--- src/rtl/bist_pkg.sv ---
// Shared state encoding and default polynomials for the BIST harness.
package bist_pkg;

   typedef enum logic [1:0] {
      IDLE  = 2'd0,
      RUN   = 2'd1,
      DRAIN = 2'd2,
      DONE  = 2'd3
   } state_e;

   localparam logic [4:0]  LFSR_POLY_5  = 5'b10100;
   localparam logic [15:0] MISR_POLY_16 = 16'hB400;
   localparam int unsigned MAX_DUT_LAT  = 8;

endpackage

--- src/rtl/misr_compactor.sv ---
// Multiple-input signature register: shift with polynomial feedback, then fold in the response word.
module misr_compactor
   import bist_pkg::*;
#(
   parameter int unsigned      SIG_W = 16,
   parameter int unsigned      IN_W  = 2,
   parameter logic [SIG_W-1:0] POLY  = MISR_POLY_16
) (
   input  logic             clock,
   input  logic             reset_n,
   input  logic             clear,
   input  logic             en,
   input  logic [IN_W-1:0]  data_in,
   output logic [SIG_W-1:0] sig
);

   logic [SIG_W-1:0] sig_q;
   logic [SIG_W-1:0] sig_d;

   always_comb begin
      sig_d = sig_q;
      if (clear) begin
         sig_d = '0;
      end else if (en) begin
         sig_d = {sig_q[SIG_W-2:0], ^(sig_q & POLY)} ^ SIG_W'(data_in);
      end
   end

   always_ff @(posedge clock) begin
      if (!reset_n) begin
         sig_q <= '0;
      end else begin
         sig_q <= sig_d;
      end
   end

   assign sig = sig_q;

endmodule

--- src/rtl/bist_harness.sv ---
// Self-test harness: LFSR drives the DUT, a latency-aligned MISR compacts its responses,
// and a control FSM reports done/pass against a golden signature.
module bist_harness
   import bist_pkg::*;
#(
   parameter int unsigned       NUM_IN    = 5,
   parameter int unsigned       NUM_OUT   = 2,
   parameter int unsigned       SIG_W     = 16,
   parameter logic [NUM_IN-1:0] LFSR_POLY = LFSR_POLY_5,
   parameter logic [SIG_W-1:0]  MISR_POLY = MISR_POLY_16,
   parameter int unsigned       DUT_LAT   = 0,
   parameter int unsigned       CNT_W     = 16
) (
   input  logic               clock,
   input  logic               reset_n,
   input  logic               start,
   input  logic               abort,
   input  logic [NUM_IN-1:0]  seed,
   input  logic [CNT_W-1:0]   pat_count,
   input  logic [SIG_W-1:0]   expected_sig,
   output logic [NUM_IN-1:0]  dut_in,
   input  logic [NUM_OUT-1:0] dut_out,
   output logic               busy,
   output logic               done,
   output logic               pass,
   output logic [SIG_W-1:0]   signature,
   output logic [CNT_W-1:0]   patterns_applied
);

   localparam int unsigned DRN_W = $clog2(MAX_DUT_LAT + 1);

   state_e            state_q, state_d;
   logic [NUM_IN-1:0] lfsr_q, lfsr_d;
   logic [CNT_W-1:0]  applied_q, applied_d;
   logic [CNT_W-1:0]  pat_q, pat_d;
   logic [DRN_W-1:0]  drain_q, drain_d;
   logic              busy_q, busy_d;
   logic              done_q, done_d;
   logic              pass_q, pass_d;

   logic              active_c;
   logic              abort_c;
   logic              capture_c;
   logic              misr_en_c;
   logic              misr_clear_c;
   logic [NUM_IN-1:0] lfsr_step_c;
   logic [SIG_W-1:0]  sig_step_c;
   logic [SIG_W-1:0]  sig_next_c;

   assign active_c    = (state_q == RUN) || (state_q == DRAIN);
   assign abort_c     = abort && active_c;
   assign lfsr_step_c = {lfsr_q[NUM_IN-2:0], ^(lfsr_q & LFSR_POLY)};
   assign sig_step_c  = {signature[SIG_W-2:0], ^(signature & MISR_POLY)} ^ SIG_W'(dut_out);
   assign misr_en_c   = capture_c && !abort_c;
   // Signature as it will stand after this edge; lets pass be registered on DONE entry.
   assign sig_next_c  = misr_en_c ? sig_step_c : signature;

   // Valid tracking: a pattern driven in RUN reaches the capture point DUT_LAT cycles later.
   generate
      if (DUT_LAT == 0) begin : g_nolat
         assign capture_c = (state_q == RUN);
      end else begin : g_lat
         logic [DUT_LAT-1:0] vpipe_q;
         logic [DUT_LAT-1:0] vpipe_d;

         always_comb begin
            vpipe_d = (vpipe_q << 1) | DUT_LAT'(state_q == RUN);
            if (abort_c) begin
               vpipe_d = '0;
            end
         end

         always_ff @(posedge clock) begin
            if (!reset_n) begin
               vpipe_q <= '0;
            end else begin
               vpipe_q <= vpipe_d;
            end
         end

         assign capture_c = vpipe_q[DUT_LAT-1];
      end
   endgenerate

   always_comb begin
      state_d      = state_q;
      lfsr_d       = lfsr_q;
      applied_d    = applied_q;
      pat_d        = pat_q;
      drain_d      = drain_q;
      pass_d       = pass_q;
      misr_clear_c = 1'b0;

      case (state_q)
         IDLE, DONE: begin
            if (start) begin
               misr_clear_c = 1'b1;
               pat_d        = pat_count;
               applied_d    = '0;
               pass_d       = 1'b0;
               lfsr_d       = '0;
               if (pat_count == '0) begin
                  state_d = DONE;
                  pass_d  = (expected_sig == '0);
               end else begin
                  state_d   = RUN;
                  lfsr_d    = (seed == '0) ? NUM_IN'(1) : seed;
                  applied_d = CNT_W'(1);
               end
            end
         end
         RUN: begin
            if (abort) begin
               state_d = IDLE;
               lfsr_d  = '0;
            end else if (applied_q == pat_q) begin
               if (DUT_LAT == 0) begin
                  state_d = DONE;
                  pass_d  = (sig_next_c == expected_sig);
               end else begin
                  state_d = DRAIN;
                  drain_d = DRN_W'(1);
               end
            end else begin
               lfsr_d = lfsr_step_c;
               if (applied_q != '1) begin
                  applied_d = applied_q + CNT_W'(1);
               end
            end
         end
         DRAIN: begin
            if (abort) begin
               state_d = IDLE;
               lfsr_d  = '0;
               drain_d = '0;
            end else if (drain_q == DRN_W'(DUT_LAT)) begin
               state_d = DONE;
               pass_d  = (sig_next_c == expected_sig);
            end else begin
               drain_d = drain_q + DRN_W'(1);
            end
         end
         default: state_d = IDLE;
      endcase

      busy_d = (state_d == RUN) || (state_d == DRAIN);
      done_d = (state_d == DONE);
   end

   always_ff @(posedge clock) begin
      if (!reset_n) begin
         state_q   <= IDLE;
         lfsr_q    <= '0;
         applied_q <= '0;
         pat_q     <= '0;
         drain_q   <= '0;
         busy_q    <= 1'b0;
         done_q    <= 1'b0;
         pass_q    <= 1'b0;
      end else begin
         state_q   <= state_d;
         lfsr_q    <= lfsr_d;
         applied_q <= applied_d;
         pat_q     <= pat_d;
         drain_q   <= drain_d;
         busy_q    <= busy_d;
         done_q    <= done_d;
         pass_q    <= pass_d;
      end
   end

   misr_compactor #(
      .SIG_W (SIG_W),
      .IN_W  (NUM_OUT),
      .POLY  (MISR_POLY)
   ) u_misr (
      .clock   (clock),
      .reset_n (reset_n),
      .clear   (misr_clear_c),
      .en      (misr_en_c),
      .data_in (dut_out),
      .sig     (signature)
   );

   assign dut_in           = lfsr_q;
   assign busy             = busy_q;
   assign done             = done_q;
   assign pass             = pass_q;
   assign patterns_applied = applied_q;

endmodule
--- config.mk ---
export PLATFORM = sky130hd
export DESIGN_NAME = bist_harness
export DESIGN_NICKNAME = d
export VERILOG_FILES = /design/src/rtl/bist_pkg.sv /design/src/rtl/misr_compactor.sv /design/src/rtl/bist_harness.sv
export SDC_FILE = /design/constraint.sdc
export NUM_CORES = 1
export LEC_CHECK = 0
export ABC_AREA = 0
export CORE_MARGIN = 2
export CORE_UTILIZATION = 51
export DETAILED_ROUTE_END_ITERATION = 7
export GPL_ROUTABILITY_DRIVEN = 0
export PLACE_DENSITY = 0.79
export SYNTH_ARGS = -nofsm -noshare
export SYNTH_HDL_FRONTEND = slang
export SYNTH_SLANG_ARGS = --single-unit
--- constraint.sdc ---
create_clock -name clock -period 2.9 [get_ports clock]
set_clock_uncertainty 0.2 [all_clocks]
set_input_delay 0.29 -clock clock [delete_from_list [all_inputs] [get_ports clock]]
set_output_delay 0.29 -clock clock [all_outputs]
set_load 0.005 [all_outputs]
==> flow_summary.ini, run 1 <==
[logic_synthesis]
netlist_area_um2 = 3626
synth_cell_types = 62
synth_area_per_cell_um2 = 7.934
ys_seq_area_share_pct = 34.23
synthArstFlopShare_pct = 0
synth_edf_count = 0
synthFlopType = dfxtp_1
ys_warn_count = 0
ys_ff_latch = 62
syn_inst = 457
synth.net_count = 506

[worst_setup_path]
cp_top_family = compound AO/OA/AOI/OAI gates
critPathKind = flip-flop to flip-flop
path_max_fanout = 14
crit_path_end_kind = flip-flop
cp_cell_sequence = inv_1 > ha_1 > buf_4 > and2b_4 > nor2_2 > buf_4 > a21oi_1 > a2111oi_0 > nand4_1 > a21oi_1
cp_slowest_cell = a2111oi_0
r2r_setup_slack_ns = 0.19
r2r-start = state_q[0]
start_kind = flip-flop
crit_buf_inv = 3
worstPathRequired_ns = 2.97
crit_arrival_ns = 2.78
critPathLaunch = state_q[0]
r2r_end = pass
cp_slowest_stage_delay_ns = 0.50
rr_worst_depth = 10

[sta]
rsz0062_at_grt = false
fin_ws_ns = 0.1884
timing.fmax_mhz = 368.8
hold_viol = 0
drv_slew = 0
finalSetupViolCount = 0
tns_ns = 0
fin_crit_sh_pct = 93.50
fin_crit_ns = 2.712
max_slew.worst_pin.slew_ns = 0.7223
slew_headroom_pct = 51.85

[power_and_ir_drop]
ir_drop_mv = 0.3415
power.density_nw_per_um2 = 487.3
leakagePower_nw = 1.743
power_mw = 2.315

[clock_tree]
cts.clk_slew.worst_paths_ns = 0.07
cts-root-buf = clkbuf_8
cts_buffers = 9
tritoncts = built
cts_hold_buf = 0
ctsLongestPathBuffers = 2
htree_levels = 3
clock_sinks = 62
cts_setup_buffers = 0
cts_resized = 0
clkLatencyLatePin_ns = 0.35

[final_layout]
fin_nets = 590
seqCellArea_um2 = 1241
multi_input_area_um2 = 2172
layout_commonest_cell = clkdlybuf4s50_1
fillers = 557
syn_to_final_growth_pct = 30.99
drive_above_1_share_pct = 8.425
n_antenna_cell = 0
stdcell_count = 642
stdcell_area_um2 = 4750
layout_common_cells = clkdlybuf4s50_1, nand2_1, dfxtp_1

[floorplan]
die_h_um = 88.32
pin_count = 83
dieArea_um2 = 7800
rows = 30
start_util_pct = 53.08
die_w_um = 88.32
core-area_um2 = 6832

[run]
cap_violations = 0

[route]
wl_mm = 10.32
detail_route.vias_per_cell = 5.802
first_pass_iters = 6
vias = 3725
first_iter_violations = 312
drc = 0
antenna_left = 0
wl_per_cell_um = 16.07

[min_path]
min_from = pat_q[13]
min_path_type = flip-flop to flip-flop
hold_end = pat_q[13]
worst_hold_path.num_cells = 2

[grt]
grt_max_degree = 29
grt_pass1_wl_mm = 16.93
grt_usage_pct = 27.88
grt_overflow = 0
grt_pass1_vias = 3512
grt_antenna_before_repair = 0

[outcome]
status = complete, no violations

[placed_design]
dp_hpwl_mm = 7.665
io_buffers = 82
postPlaceCellArea_um2 = 4549
dp_cells = 626
place_ws_ns = 0.1526
kinds of logic (layout without fill, tap and decap cells):
| group | count (synthesis) | after routing | synth area share, % |
|---|---|---|---|
| muxes | 8 | 8 | 2.346 |
| xor gates and xnor gates | 30 | 30 | 7.626 |
| buffers and inverters | 49 | 138 | 5.866 |
| DFF | 62 | 62 | 34.23 |
| and+or+nand+nor | 185 | 185 | 25.91 |
| adders and majority gates | 6 | 6 | 2.070 |
| AOI/OAI and AO/OA | 117 | 117 | 21.95 |
through the flow:
step,util [%],hold slack (ns)
4_1_cts,69.52,0.2746
3_3_place_gp,66.59,0.2576
6_report,69.52,0.2749
2_1_floorplan,-,0.2117
3_5_place_dp,66.59,0.2637
5_1_grt,69.52,0.2941
flip-flops by register name, summed over array words and instances (netlist names):
signal / flops
pass: 1
busy: 1
drain_q: 4
patterns_applied: 16
state_q: 2
dut_in: 5
pat_q: 16
done: 1
u_misr.sig: 16
cells in the mapped netlist, drive strengths merged, types with 3 or more instances:
cell / instances / share of area, %
xor2: 26 / 6.3
or2: 3 / 0.52
nand3: 11 / 1.5
dfxtp: 62 / 34
nand2: 73 / 7.8
nor4: 15 / 2.9
mux2i: 7 / 1.9
a21oi: 53 / 7.4
ha: 6 / 2.1
a221oi: 3 / 0.72
a311oi: 5 / 1.2
o31ai: 5 / 1.0
a211oi: 6 / 1.2
o22ai: 3 / 0.52
nor3: 5 / 0.69
or3: 4 / 0.69
inv: 28 / 2.9
a2111oi: 7 / 2.6
nand4: 7 / 1.4
and2: 9 / 1.6
a222oi: 3 / 0.83
clkbuf: 10 / 1.0
a22oi: 6 / 1.2
buf: 11 / 1.9
o211ai: 3 / 0.62
nor2: 30 / 3.2
xnor2: 3 / 0.72
or4: 7 / 1.4
o21ai: 12 / 1.7
nor2b: 12 / 2.1
report_power, final:
group          switching [mW]  internal (mW)
sequential             0.0459          0.902
clock                   0.351          0.420
combinational           0.332          0.264
total                   0.729           1.59
final cells by class:
type	count	area share, %
Multi-Input combinational cell	346	45.73
Clock buffer	11	2.977
Sequential cell	62	26.13
Inverter	28	2.213
Clock inverter	5	1.238
Tap cell	96	2.529
Timing Repair Buffer	94	19.18
worst register-to-register path: stages (launching register included):
cell	delay (ns)
dfxtp_1	0.38
inv_1	0.06
ha_1	0.34
buf_4	0.16
and2b_4	0.20
nor2_2	0.14
buf_4	0.22
a21oi_1	0.06
a2111oi_0	0.50
nand4_1	0.19
a21oi_1	0.18
worst max-delay path by stage:
stage / to / cells after the start
2_1_floorplan: pass / 10
3_3_place_gp: pass / 7
3_5_place_dp: pass / 7
4_1_cts: pass / 10
5_1_grt: pass / 10
6_report: pass / 10
per-layer routing:
metal | global-route usage [%] | routed length, µm
met4 | 10.19 | 245
met3 | 6.437 | 791
met5 | 0 | 0
met2 | 46.34 | 4967
met1 | 35.42 | 4313
Note: power is estimated with default switching activity, not from simulation.
==> run 2: changes to the inputs <==
- MAX_ROUTING_LAYER: not set -> met4
==> flow_summary.ini, run 2 (synthesis results as in run 1) <==
[floorplan]
core-area_um2 = 6832
pin_count = 83
rows = 30
die_w_um = 88.32
dieArea_um2 = 7800
start_util_pct = 53.08
die_h_um = 88.32

[worst_setup_path]
cpMostUsedCell = buf_4
r2r_setup_slack_ns = 0.22
cp_slowest_stage_delay_ns = 0.41
start_kind = flip-flop
worstPathRequired_ns = 2.97
rr_worst_depth = 10
r2r_end = pass
path_max_fanout = 14
cp_slowest_cell = a2111oi_2
r2r-start = state_q[0]
cp_cell_sequence = inv_1 > ha_1 > buf_4 > and2b_4 > nor2_2 > buf_4 > a31oi_1 > a2111oi_2 > nand4_1 > a21oi_1
crit_arrival_ns = 2.76
critPathKind = flip-flop to flip-flop
crit_path_end_kind = flip-flop

[outcome]
status = complete, no violations

[final_layout]
multi_input_area_um2 = 2172
layout_common_cells = clkdlybuf4s50_1, nand2_1, dfxtp_1
fillers = 557
fin_nets = 590
syn_to_final_growth_pct = 30.99
layout_commonest_cell = clkdlybuf4s50_1
drive_above_1_share_pct = 8.425
n_antenna_cell = 0
seqCellArea_um2 = 1241

[sta]
slew_headroom_pct = 50.50
fin_crit_ns = 2.681
drv_slew = 0
tns_ns = 0
fin_crit_sh_pct = 92.46
rsz0062_at_grt = false
hold_viol = 0
max_slew.worst_pin.slew_ns = 0.7425
finalSetupViolCount = 0
timing.fmax_mhz = 372.9
hold_ws_ns = 0.2737

[route]
vias = 3728
detail_route.vias_per_cell = 5.807
wl_per_cell_um = 16.09
antenna_left = 0
wl_mm = 10.33
first_pass_iters = 5
drc = 0
first_iter_violations = 307

[grt]
grt_pass1_vias = 3518
grt_antenna_before_repair = 0
grt_pass1_wl_mm = 16.93
grt_usage_pct = 28.74
grt_max_degree = 29
grt_overflow = 0

[clock_tree]
ctsLongestPathBuffers = 2
cts_buffers = 9
cts.clk_slew.worst_paths_ns = 0.07
cts_hold_buf = 0
clkLatencyLatePin_ns = 0.35
cts-root-buf = clkbuf_8
tritoncts = built
clock_sinks = 62
htree_levels = 3
cts_setup_buffers = 0
cts_resized = 0

[power_and_ir_drop]
ir_drop_mv = 0.3425
leakagePower_nw = 1.743
power.density_nw_per_um2 = 487.3

[min_path]
min_path_type = flip-flop to flip-flop
min_from = pat_q[13]
hold_end = pat_q[13]
worst_hold_path.num_cells = 2

[run]
cap_violations = 0

[placed_design]
io_buffers = 82
dp_hpwl_mm = 7.665
[run 2: cell counts in the layout (fill, tap and decap cells not counted)]
No cell type changed its count.
[run 2: critical path: cells and delay by family (launching register included)]
| kind | cells | cell delay (ns) |
|---|---|---|
| AOI/OAI and AO/OA | 3 | 0.72 |
| adders and majority gates | 1 | 0.33 |
| buffers and inverters | 3 | 0.45 |
| DFF | 1 | 0.38 |
| and+or+nand+nor | 3 | 0.51 |
[run 2: worst max-delay path by stage]
stage	cells past startpoint	slack (ns)	from	endpoint
global route	10	0.07	state_q[0]	pass
global placement	7	0.25	abort	pass
detailed placement	7	0.15	abort	pass
finish	10	0.22	state_q[0]	pass
floorplan	10	0.56	state_q[0]	pass
CTS	10	0.26	state_q[0]	pass
[run 2: metal layers]
layer  GRT usage, %  wire, µm  vias to the layer above
met5              -         0                        -
met3          6.250       759                       26
li1               -         -                     1800
met4          10.19       209                        0
met1          35.88      4368                     1726
met2          45.93      4990                      176
[run 2: through the flow]
stage | utilization, % | power [mW] | setup WS, ns | cells | cell area [µm²]
floorplan | - | 1.331 | 0.5643 | 457 | 3626
finish | 69.52 | 2.314 | 0.2186 | 642 | 4750
CTS | 69.52 | 2.320 | 0.2645 | 642 | 4750
global route | 69.52 | 2.427 | 0.07135 | 642 | 4750
global placement | 66.59 | 1.537 | 0.2473 | 626 | 4549
detailed placement | 66.59 | 1.550 | 0.1526 | 626 | 4549
[run 2: layout make-up]
type                       instances  area share [%]
tap                               96           2.529
sequential                        62           26.13
inverter                          28           2.213
clock inverter                     5           1.238
timing repair buffer              94           19.18
clock buffer                      11           2.977
multi-input combinational        346           45.73
[run 2: power by group]
part | leakage (nW) | internal [mW] | switching [mW]
clock network | 0.0955 | 0.420 | 0.351
logic | 1.14 | 0.264 | 0.332
registers | 0.504 | 0.902 | 0.0460
==> run 3: changes to the inputs <==
- PLACE_DENSITY: 0.79 -> not set
- PLACE_DENSITY_LB_ADDON: not set -> 0.05
==> flow_summary.ini, run 3 (synthesis results as in run 1) <==
[floorplan]
rows = 30
dieArea_um2 = 7800
die_h_um = 88.32
die_w_um = 88.32
pin_count = 83
start_util_pct = 53.08
core-area_um2 = 6832

[final_layout]
layout_common_cells = clkdlybuf4s50_1, nand2_1, dfxtp_1
drive_above_1_share_pct = 8.394
n_antenna_cell = 0
fillers = 615
layout_commonest_cell = clkdlybuf4s50_1
stdcell_count = 644
stdcell_area_um2 = 4728
syn_to_final_growth_pct = 30.40
fin_nets = 592
fin_util_pct = 69.21

[power_and_ir_drop]
pwr-share-comb_pct = 27.3
seq_power_share_pct = 43.6
leakagePower_nw = 1.744
sw_frac_of_total_pct = 32.37
power.density_nw_per_um2 = 460.0
pwr-share-clk_pct = 29.1
ir_drop_mv = 0.3378
p_int_mw = 1.471
switching_power_mw = 0.7040

[placed_design]
io_buffers = 82
dp_cells = 628
postPlaceCellArea_um2 = 4564
dp_hpwl_mm = 7.762

[sta]
hold_viol = 0
fin_crit_sh_pct = 92.26
hold_ws_ns = 0.2696
fin_crit_ns = 2.676
finalSetupViolCount = 0
rsz0062_at_grt = false
timing.fmax_mhz = 373.8
slew_headroom_pct = 61.20
max_slew.worst_pin.slew_ns = 0.5760
drv_slew = 0
tns_ns = 0

[route]
met3_length_um = 524
top_layer = met4
m1WireLength_mm = 4.403
met2_length_mm = 5.123
wl_per_cell_um = 15.88
drc = 0
vias = 3655
wl_mm = 10.23
antenna_left = 0
first_iter_violations = 212
first_pass_iters = 5
detail_route.vias_per_cell = 5.675

[worst_setup_path]
critPathLaunch = state_q[0]
crit_arrival_ns = 2.74
worstPathRequired_ns = 2.96
r2r_end = pass
crit_path_end_kind = flip-flop
rr_worst_depth = 8
endpoint = pass
path_max_fanout = 18
r2r-start = state_q[0]
start_kind = flip-flop
r2r_setup_slack_ns = 0.22
critPathKind = flip-flop to flip-flop

[grt]
grt_usage_pct = 28.05
grt_antenna_before_repair = 0
grt_overflow = 0
grt_max_degree = 29
grt_pass1_vias = 3464
grt_pass1_wl_mm = 16.55

[min_path]
min_from = pat_q[7]
min_path_type = flip-flop to flip-flop

[run]
cap_violations = 0

[clock_tree]
cts.clk_slew.worst_paths_ns = 0.06
tritoncts = built
cts-root-buf = clkbuf_8
cts_setup_buffers = 0
cts_buffers = 9
clkLatencyLatePin_ns = 0.34
htree_levels = 3
ctsLongestPathBuffers = 2
clock_sinks = 62

[outcome]
status = complete, no violations
run 3: cell types whose count changed in the layout (fill, tap and decap cells not counted):
cell / previous run / this run
clkbuf_8: 10 / 9
clkinvlp_4: 2 / 0
clkinv_2: 1 / 3
nor2_4: 0 / 1
buf_4: 12 / 14
nor2_2: 1 / 0
clkbuf_1: 1 / 3
bufinv_16: 1 / 0
run 3: timing repair:
action                                  CTS  global route
endpoints found under the setup margin    0             1
hold endpoints to repair                  0             0
resized for setup                         0             1
hold buffers                              0             0
run 3: per-stage QoR:
stage / setup slack (ns) / power, mW
global route: 0.03314 / 2.293
detailed placement: 0.1540 / 1.549
floorplan: 0.5643 / 1.331
global placement: 0.3231 / 1.538
CTS: 0.1097 / 2.183
finish: 0.2245 / 2.175
run 3: critical path, cell delays in order, from the launching register on:
cell and delay [ns]:
dfxtp_1 0.37, inv_1 0.06, ha_1 0.46, nand2b_4 0.29, nand2_4 0.17, or4_1 0.55, o22ai_1 0.21, nand4_1 0.12
a21oi_1 0.17
run 3: how the worst min path moves through the flow:
stage	to	depth (start not counted)
3_3_place_gp	pat_q[12]	2
3_5_place_dp	pat_q[7]	2
4_1_cts	pat_q[7]	2
2_1_floorplan	busy	1
6_report	pat_q[7]	2
5_1_grt	pat_q[7]	2
run 3: metal layers:
layer / up-vias / track usage, %
met3: 16 / 6.250
met1: 1715 / 34.08
li1: 1808 / -
met2: 116 / 46.96
met4: 0 / 7.713
met5: - / -
run 3: area by class of cell:
cell class | instances | area [µm²] | area share (%)
multi-input combinational | 346 | 2177 | 46.04
sequential | 62 | 1241 | 26.25
timing repair buffer | 96 | 925.9 | 19.58
clock buffer | 12 | 135.1 | 2.858
tap | 96 | 120.1 | 2.540
inverter | 28 | 105.1 | 2.223
clock inverter | 4 | 23.77 | 0.5028
run 3: power by group through the flow:
| stage | combinational [mW] | sequential (mW) | clock [mW] |
|---|---|---|---|
| after detailed placement | 0.582 | 0.967 | 0 |
| after CTS | 0.585 | 0.948 | 0.650 |
| after global placement | 0.573 | 0.965 | 0 |
| after floorplan | 0.373 | 0.958 | 0 |
| final | 0.593 | 0.949 | 0.633 |
| after global routing | 0.648 | 0.955 | 0.690 |
